File: src/rtl/kbd_pkg.sv
`default_nettype none
// +--------------------------------------------------------------------+
// | kbd_pkg : shared constants and decoder state type for kbd_scan_fifo |
// | Revision: 1.0                                                       |
// +--------------------------------------------------------------------+
package kbd_pkg;

  localparam logic [7:0] KBD_BRK       = 8'hF0;
  localparam logic [7:0] KBD_EXT0      = 8'hE0;
  localparam logic [7:0] KBD_EXT1      = 8'hE1;
  localparam logic [7:0] KBD_F7_S2     = 8'h83;
  localparam logic [7:0] KBD_F7_S1     = 8'h41;
  localparam logic [7:0] KBD_BREAK_BIT = 8'h80;

  typedef enum logic [0:0] {
    NORM = 1'b0,
    BRK  = 1'b1
  } kbd_state_t;

endpackage
`default_nettype wire

File: src/rtl/ps2_xlat_rom.sv
`default_nettype none
// +--------------------------------------------------------------------+
// | ps2_xlat_rom : combinational 128x8 AT set-2 to XT set-1 code table  |
// | Revision: 1.0                                                       |
// +--------------------------------------------------------------------+
module ps2_xlat_rom (
  input  logic [6:0] addr,
  output logic [7:0] data
);

  // Codes with no set-1 equivalent read back as 00.
  always_comb begin
    data = 8'h00;
    case (addr)
      7'h01: data = 8'h43;  7'h03: data = 8'h3F;  7'h04: data = 8'h3D;  7'h05: data = 8'h3B;
      7'h06: data = 8'h3C;  7'h07: data = 8'h58;  7'h09: data = 8'h44;  7'h0A: data = 8'h42;
      7'h0B: data = 8'h40;  7'h0C: data = 8'h3E;  7'h0D: data = 8'h0F;  7'h0E: data = 8'h29;
      7'h11: data = 8'h38;  7'h12: data = 8'h2A;  7'h14: data = 8'h1D;  7'h15: data = 8'h10;
      7'h16: data = 8'h02;  7'h1A: data = 8'h2C;  7'h1B: data = 8'h1F;  7'h1C: data = 8'h1E;
      7'h1D: data = 8'h11;  7'h1E: data = 8'h03;  7'h21: data = 8'h2E;  7'h22: data = 8'h2D;
      7'h23: data = 8'h20;  7'h24: data = 8'h12;  7'h25: data = 8'h05;  7'h26: data = 8'h04;
      7'h29: data = 8'h39;  7'h2A: data = 8'h2F;  7'h2B: data = 8'h21;  7'h2C: data = 8'h14;
      7'h2D: data = 8'h13;  7'h2E: data = 8'h06;  7'h31: data = 8'h31;  7'h32: data = 8'h30;
      7'h33: data = 8'h23;  7'h34: data = 8'h22;  7'h35: data = 8'h15;  7'h36: data = 8'h07;
      7'h3A: data = 8'h32;  7'h3B: data = 8'h24;  7'h3C: data = 8'h16;  7'h3D: data = 8'h08;
      7'h3E: data = 8'h09;  7'h41: data = 8'h33;  7'h42: data = 8'h25;  7'h43: data = 8'h17;
      7'h44: data = 8'h18;  7'h45: data = 8'h0B;  7'h46: data = 8'h0A;  7'h49: data = 8'h34;
      7'h4A: data = 8'h35;  7'h4B: data = 8'h26;  7'h4C: data = 8'h27;  7'h4D: data = 8'h19;
      7'h4E: data = 8'h0C;  7'h52: data = 8'h28;  7'h54: data = 8'h1A;  7'h55: data = 8'h0D;
      7'h58: data = 8'h3A;  7'h59: data = 8'h36;  7'h5A: data = 8'h1C;  7'h5B: data = 8'h1B;
      7'h5D: data = 8'h2B;  7'h66: data = 8'h0E;  7'h69: data = 8'h4F;  7'h6B: data = 8'h4B;
      7'h6C: data = 8'h47;  7'h70: data = 8'h52;  7'h71: data = 8'h53;  7'h72: data = 8'h50;
      7'h73: data = 8'h4C;  7'h74: data = 8'h4D;  7'h75: data = 8'h48;  7'h76: data = 8'h01;
      7'h77: data = 8'h45;  7'h78: data = 8'h57;  7'h79: data = 8'h4E;  7'h7A: data = 8'h51;
      7'h7B: data = 8'h4A;  7'h7C: data = 8'h37;  7'h7D: data = 8'h49;  7'h7E: data = 8'h46;
      default: data = 8'h00;
    endcase
  end

endmodule
`default_nettype wire

File: src/rtl/kbd_scan_fifo.sv
`default_nettype none
// +--------------------------------------------------------------------+
// | kbd_scan_fifo : PS/2 scancode decoder + FIFO feeding port 60h/IRQ1  |
// | Build macro KBD_XLAT_EN enables set-2 -> set-1 translation.          |
// | Revision: 1.0                                                       |
// +--------------------------------------------------------------------+
module kbd_scan_fifo
  import kbd_pkg::*;
#(
  parameter int DEPTH = 16,
  parameter int AW    = $clog2(DEPTH)
) (
  input  logic        clock,
  input  logic        resetn,
  input  logic [7:0]  ps2_data,
  input  logic        ps2_hit,
  input  logic        rd,
  input  logic        ovf_clr,
  output logic [7:0]  q,
  output logic        ready,
  output logic [AW:0] count,
  output logic        overflow,
  output logic        irq_req
);

  logic [7:0]    mem [DEPTH];
  logic [AW-1:0] rd_ptr;
  logic [AW-1:0] wr_ptr;
  logic          push_en;
  logic [7:0]    push_byte;

`ifdef KBD_XLAT_EN
  kbd_state_t state;
  logic [7:0] xlat;
  logic [7:0] base;
  logic       is_key;

  ps2_xlat_rom u_rom (
    .addr (ps2_data[6:0]),
    .data (xlat)
  );

  // Only translatable key codes (00..7F and the F7 oddity 83) take the break bit.
  always_comb begin
    is_key    = !ps2_data[7] || (ps2_data == KBD_F7_S2);
    base      = !ps2_data[7] ? xlat :
                (ps2_data == KBD_F7_S2) ? KBD_F7_S1 : ps2_data;
    push_en   = ps2_hit && (ps2_data != KBD_BRK);
    push_byte = ((state == BRK) && is_key) ? (base | KBD_BREAK_BIT) : base;
  end

  // Any F0 (from either state) arms the break prefix; every other byte consumes it.
  always_ff @(posedge clock) begin
    if (!resetn) begin
      state <= NORM;
    end else if (ps2_hit) begin
      state <= (ps2_data == KBD_BRK) ? BRK : NORM;
    end
  end
`else
  assign push_en   = ps2_hit;
  assign push_byte = ps2_data;
`endif

  logic empty;
  logic full;
  logic do_pop;
  logic do_push;
  logic drop;

  // DEPTH is a power of two, so count reaches DEPTH exactly when its MSB sets.
  always_comb begin
    empty   = (count == '0);
    full    = count[AW];
    do_pop  = rd && !empty;
    do_push = push_en && (!full || do_pop);
    drop    = push_en && full && !do_pop;
  end

  always_ff @(posedge clock) begin
    if (!resetn) begin
      rd_ptr   <= '0;
      wr_ptr   <= '0;
      count    <= '0;
      overflow <= 1'b0;
    end else begin
      if (do_push) wr_ptr <= wr_ptr + AW'(1);
      if (do_pop)  rd_ptr <= rd_ptr + AW'(1);
      case ({do_push, do_pop})
        2'b10:   count <= count + (AW+1)'(1);
        2'b01:   count <= count - (AW+1)'(1);
        default: count <= count;
      endcase
      if (drop) begin
        overflow <= 1'b1;
      end else if (ovf_clr) begin
        overflow <= 1'b0;
      end
    end
  end

  // When full, a simultaneous push lands in the slot being popped; q reads it pre-edge.
  always_ff @(posedge clock) begin
    if (resetn && do_push) begin
      mem[wr_ptr] <= push_byte;
    end
  end

  assign q       = mem[rd_ptr];
  assign ready   = !empty;
  assign irq_req = !empty;

endmodule
`default_nettype wire
File: config.mk
export PLATFORM = sky130hd
export DESIGN_NAME = kbd_scan_fifo
export DESIGN_NICKNAME = d
export VERILOG_FILES = /design/src/rtl/kbd_pkg.sv /design/src/rtl/ps2_xlat_rom.sv /design/src/rtl/kbd_scan_fifo.sv
export SDC_FILE = /design/constraint.sdc
export NUM_CORES = 1
export LEC_CHECK = 0
export ABC_AREA = 1
export BUFFER_PORTS_ARGS = -buffer_cell sky130_fd_sc_hd__buf_2
export CAP_MARGIN = 10
export CORE_MARGIN = 2
export CORE_UTILIZATION = 49
export CTS_BUF_LIST = sky130_fd_sc_hd__clkbuf_8
export CTS_CLUSTER_DIAMETER = 150
export DETAILED_ROUTE_END_ITERATION = 8
export PLACE_DENSITY = 0.68
export SYNTH_ARGS = -nofsm -noshare
export SYNTH_HDL_FRONTEND = slang
export SYNTH_SLANG_ARGS = --single-unit
File: constraint.sdc
create_clock -name clock -period 1.9 [get_ports clock]
set_clock_uncertainty 0.15 [all_clocks]
set_input_delay 0.19 -clock clock [delete_from_list [all_inputs] [get_ports clock]]
set_output_delay 0.19 -clock clock [all_outputs]
set_load 0.02 [all_outputs]
==> impl_metrics.json <==
{
  "outcome": "finished with violations",
  "violations": "negative setup slack",
  "power.density_nw_per_um2": 1251,
  "cts_tree": "done",
  "die_y_microns": 116.9,
  "final_cell_mix": "edfxtp_1 (128), inv_1 (91), nand2_1 (52)",
  "overflow": 0,
  "die_w_microns": 116.9,
  "pre_cts_ws_ns": -0.1387,
  "setup_viol": 10,
  "final_hold_viol_count": 0,
  "synth-compound-area-share_pct": 11.56,
  "crit_buf_inv": 3,
  "min_period_over_period_pct": 115.3,
  "p_leak_nw": 3.027,
  "wirelength_microns": 14850,
  "pwr-share-seq_pct": 38.2,
  "slew_violations": 0,
  "worst-path-stages": 7,
  "intPower_mw": 6.504,
  "cp.arrival_ns": 1.85,
  "initial_core_util_pct": 49.90,
  "r2r_cells": 17,
  "routedWlPerCell_microns": 18.15,
  "cpMaxStageDelayCell": "dfxtp_4",
  "cts.sinks": 146,
  "yosys_warnings": 0,
  "post_dp_cell_area_sq_um": 6870,
  "slowest_delay_ns": 0.39,
  "place.gp.congestion": 0.8531,
  "synth.area.mux_share_pct": 0,
  "switching_share_pct": 34.01,
  "final_design_area_no_fill_sq_um": 7879,
  "vdd_ir_drop_max_v": 0.001183,
  "drt_pass1_iterations": 5,
  "synth_nets": 570,
  "synth-adder-area-share_pct": 1.603,
  "numCtsBuffers": 17,
  "path_cells": "buf_8 > clkbuf_16 > o211ai_1 > nand3_1 > nand3_2 > nand2_2 > buf_6",
  "clock_latency_ns": 0.44,
  "clk_pin_slew_worst_paths_ns": 0.07,
  "boundaryPins": 29,
  "syn_area_sq_um": 6246,
  "core_area_sq_um": 12520,
  "critPathLaunchType": "flip-flop",
  "gr-usage-all-layers_pct": 20.61,
  "n_antenna_cell": 0,
  "synth_top_family_by_area": "compound AO/OA/AOI/OAI gates",
  "routed-via-count": 4437,
  "worstMarginPinSlew_ns": 0.3972,
  "mostFrequentLayoutCell": "edfxtp_1",
  "hold_class": "input port to flip-flop",
  "relSlewSlack_pct": 73.49,
  "rsz0062_at_grt": "true",
  "antenna_found_initial": 0,
  "cts_root_buf": "clkbuf_8",
  "synth_xor_area_share_pct": 0.7011,
  "first_global_vias": 3973,
  "path_delay_family": "buffers and inverters",
  "nNetsFinal": 654,
  "power.share.combinational_pct": 39.9,
  "core.rowCount": 41,
  "grt_pass1_wl_microns": 20650,
  "port_buffers": 28,
  "postSynthCellCount": 549,
  "drtIter0Drc": 391,
  "num-fill-cells": 956,
  "maxCapViolCount": 0,
  "die-area_sq_um": 13670,
  "cts_buffer_depth": 2,
  "synthToLayoutAreaGrowth_pct": 26.14,
  "ys_types": 24,
  "setup-tns-final_ns": -2.036,
  "worst_slack_ns": -0.2912,
  "grt_max_degree": 58,
  "min_period_ns": 2.191,
  "r2r_slack_ns": -0.11,
  "clkPwrFrac_pct": 21.9,
  "p_switching_mw": 3.353,
  "r2r_end": "count[4]",
  "cts-htree-levels": 4,
  "ys_seq_elements": 146,
  "fmax_mhz": 456.4,
  "path_class": "flip-flop to primary output",
  "hpwl_microns": 8360,
  "drt-vias-per-instance": 5.424,
  "finalPower_mw": 9.857,
  "drc": 0,
  "synthSimpleGateAreaFrac_pct": 10.84,
  "drive_gt1_share_pct": 29.41,
  "postRouteAntennaNets": 0,
  "cp.required_ns": 1.56,
  "regToRegStartpoint": "count[1]",
  "cp_max_fo": 14,
  "endpoint": "q[2]",
  "endpoint_kind": "primary output",
  "syn-mean-instance-area_sq_um": 11.38,
  "yosysSeqAreaShare_pct": 67.31,
  "post-route-util_pct": 62.94
}
-- kinds of logic after synthesis --
logic type | count (synthesis)
buffers and inverters | 118
AND/OR/NAND/NOR | 156
AO/OA/AOI/OAI | 116
adder cells (fa/ha/maj) | 8
flip-flops | 146
XOR/XNOR | 5
-- per-stage QoR --
step | instances | hold WS (ns)
detailed placement | 759 | 0.3026
finish | 818 | 0.03072
global placement | 759 | 0.2936
global route | 818 | 0.004244
floorplan | 549 | 0.1389
CTS | 804 | 0.0002359
-- sequential cells by signal, summed over array words and instances (netlist names), named ones only --
name and cells:
mem 128, rd_ptr 4, count 5, wr_ptr 4, overflow 1
-- power by group through the flow --
stage / combinational, mW / sequential [mW] / clock [mW]
6_report: 3.94 / 3.76 / 2.16
2_1_floorplan: 1.82 / 3.84 / 0
3_3_place_gp: 2.69 / 3.80 / 0
4_1_cts: 3.02 / 3.75 / 2.20
5_1_grt: 4.23 / 3.78 / 2.32
3_5_place_dp: 2.76 / 3.81 / 0
-- Yosys cell counts (all sizes together) --
cell type / number / area [sq um]
ha: 8 / 100.1
o21ai: 42 / 221.5
nor2: 20 / 75.07
edfxtp: 128 / 3844
o211ai: 32 / 290.3
xnor2: 2 / 17.52
inv: 91 / 341.6
clkbuf: 5 / 18.77
xor2: 3 / 26.28
dfxtp: 18 / 360.4
a21oi: 42 / 210.2
nand3: 57 / 285.3
nand2: 68 / 257.8
nand4: 3 / 18.77
nor3: 8 / 40.04
buf: 22 / 138.9
-- worst reg2reg max path, cell delays in order (launching register included) --
cell,delay (ns)
dfxtp_4,0.35
nor2_4,0.09
nand4_1,0.14
nand2_2,0.12
inv_2,0.05
ha_4,0.17
nand2_2,0.06
inv_2,0.04
nor2_4,0.15
ha_4,0.15
inv_2,0.03
nand2_2,0.06
nand3_2,0.08
nand2_1,0.09
nand2_1,0.06
nand3_1,0.06
nand2_1,0.05
inv_1,0.05
-- layout make-up --
type | count | area [sq um] | share of cell area (%)
inverters | 91 | 341.6 | 4.335
multi-input cells | 285 | 1812 | 23.00
repair buffers | 92 | 940.9 | 11.94
well taps | 172 | 215.2 | 2.731
clock inverters | 15 | 112.6 | 1.429
flip-flops and latches | 146 | 4223 | 53.60
clock buffers | 17 | 234.0 | 2.970
-- worst min path at each step --
stage                           start          to  depth (start not counted)
after floorplan           ps2_data[0]   mem[0][0]                          0
after global placement        ovf_clr    overflow                          4
after detailed placement     overflow    overflow                          2
after CTS                 ps2_data[7]  mem[14][7]                          1
after global routing      ps2_data[7]   mem[7][7]                          1
final                     ps2_data[7]   mem[5][7]                          1
-- layer usage --
layer | share of wire [%] | track usage, % | vias to the layer above | routed length [microns]
met5 | 0 | 0 | - | 0
met4 | 2.8 | 7.059 | 0 | 422
met3 | 6.4 | 5.561 | 32 | 944
met2 | 48 | 32.83 | 184 | 7196
met1 | 42 | 27.58 | 2145 | 6283
li1 | - | - | 2076 | -
-- timing repair --
action / 4_1_cts / 5_1_grt
buffers inserted: 3 / 7
resized for setup: 13 / 95
endpoints found under the hold margin: 83 / 0
gates cloned: 1 / 9
pin swaps: 8 / 49
setup endpoints to repair: 10 / 52
hold buffers: 9 / 0
Note: power is estimated with default switching activity, not from simulation.
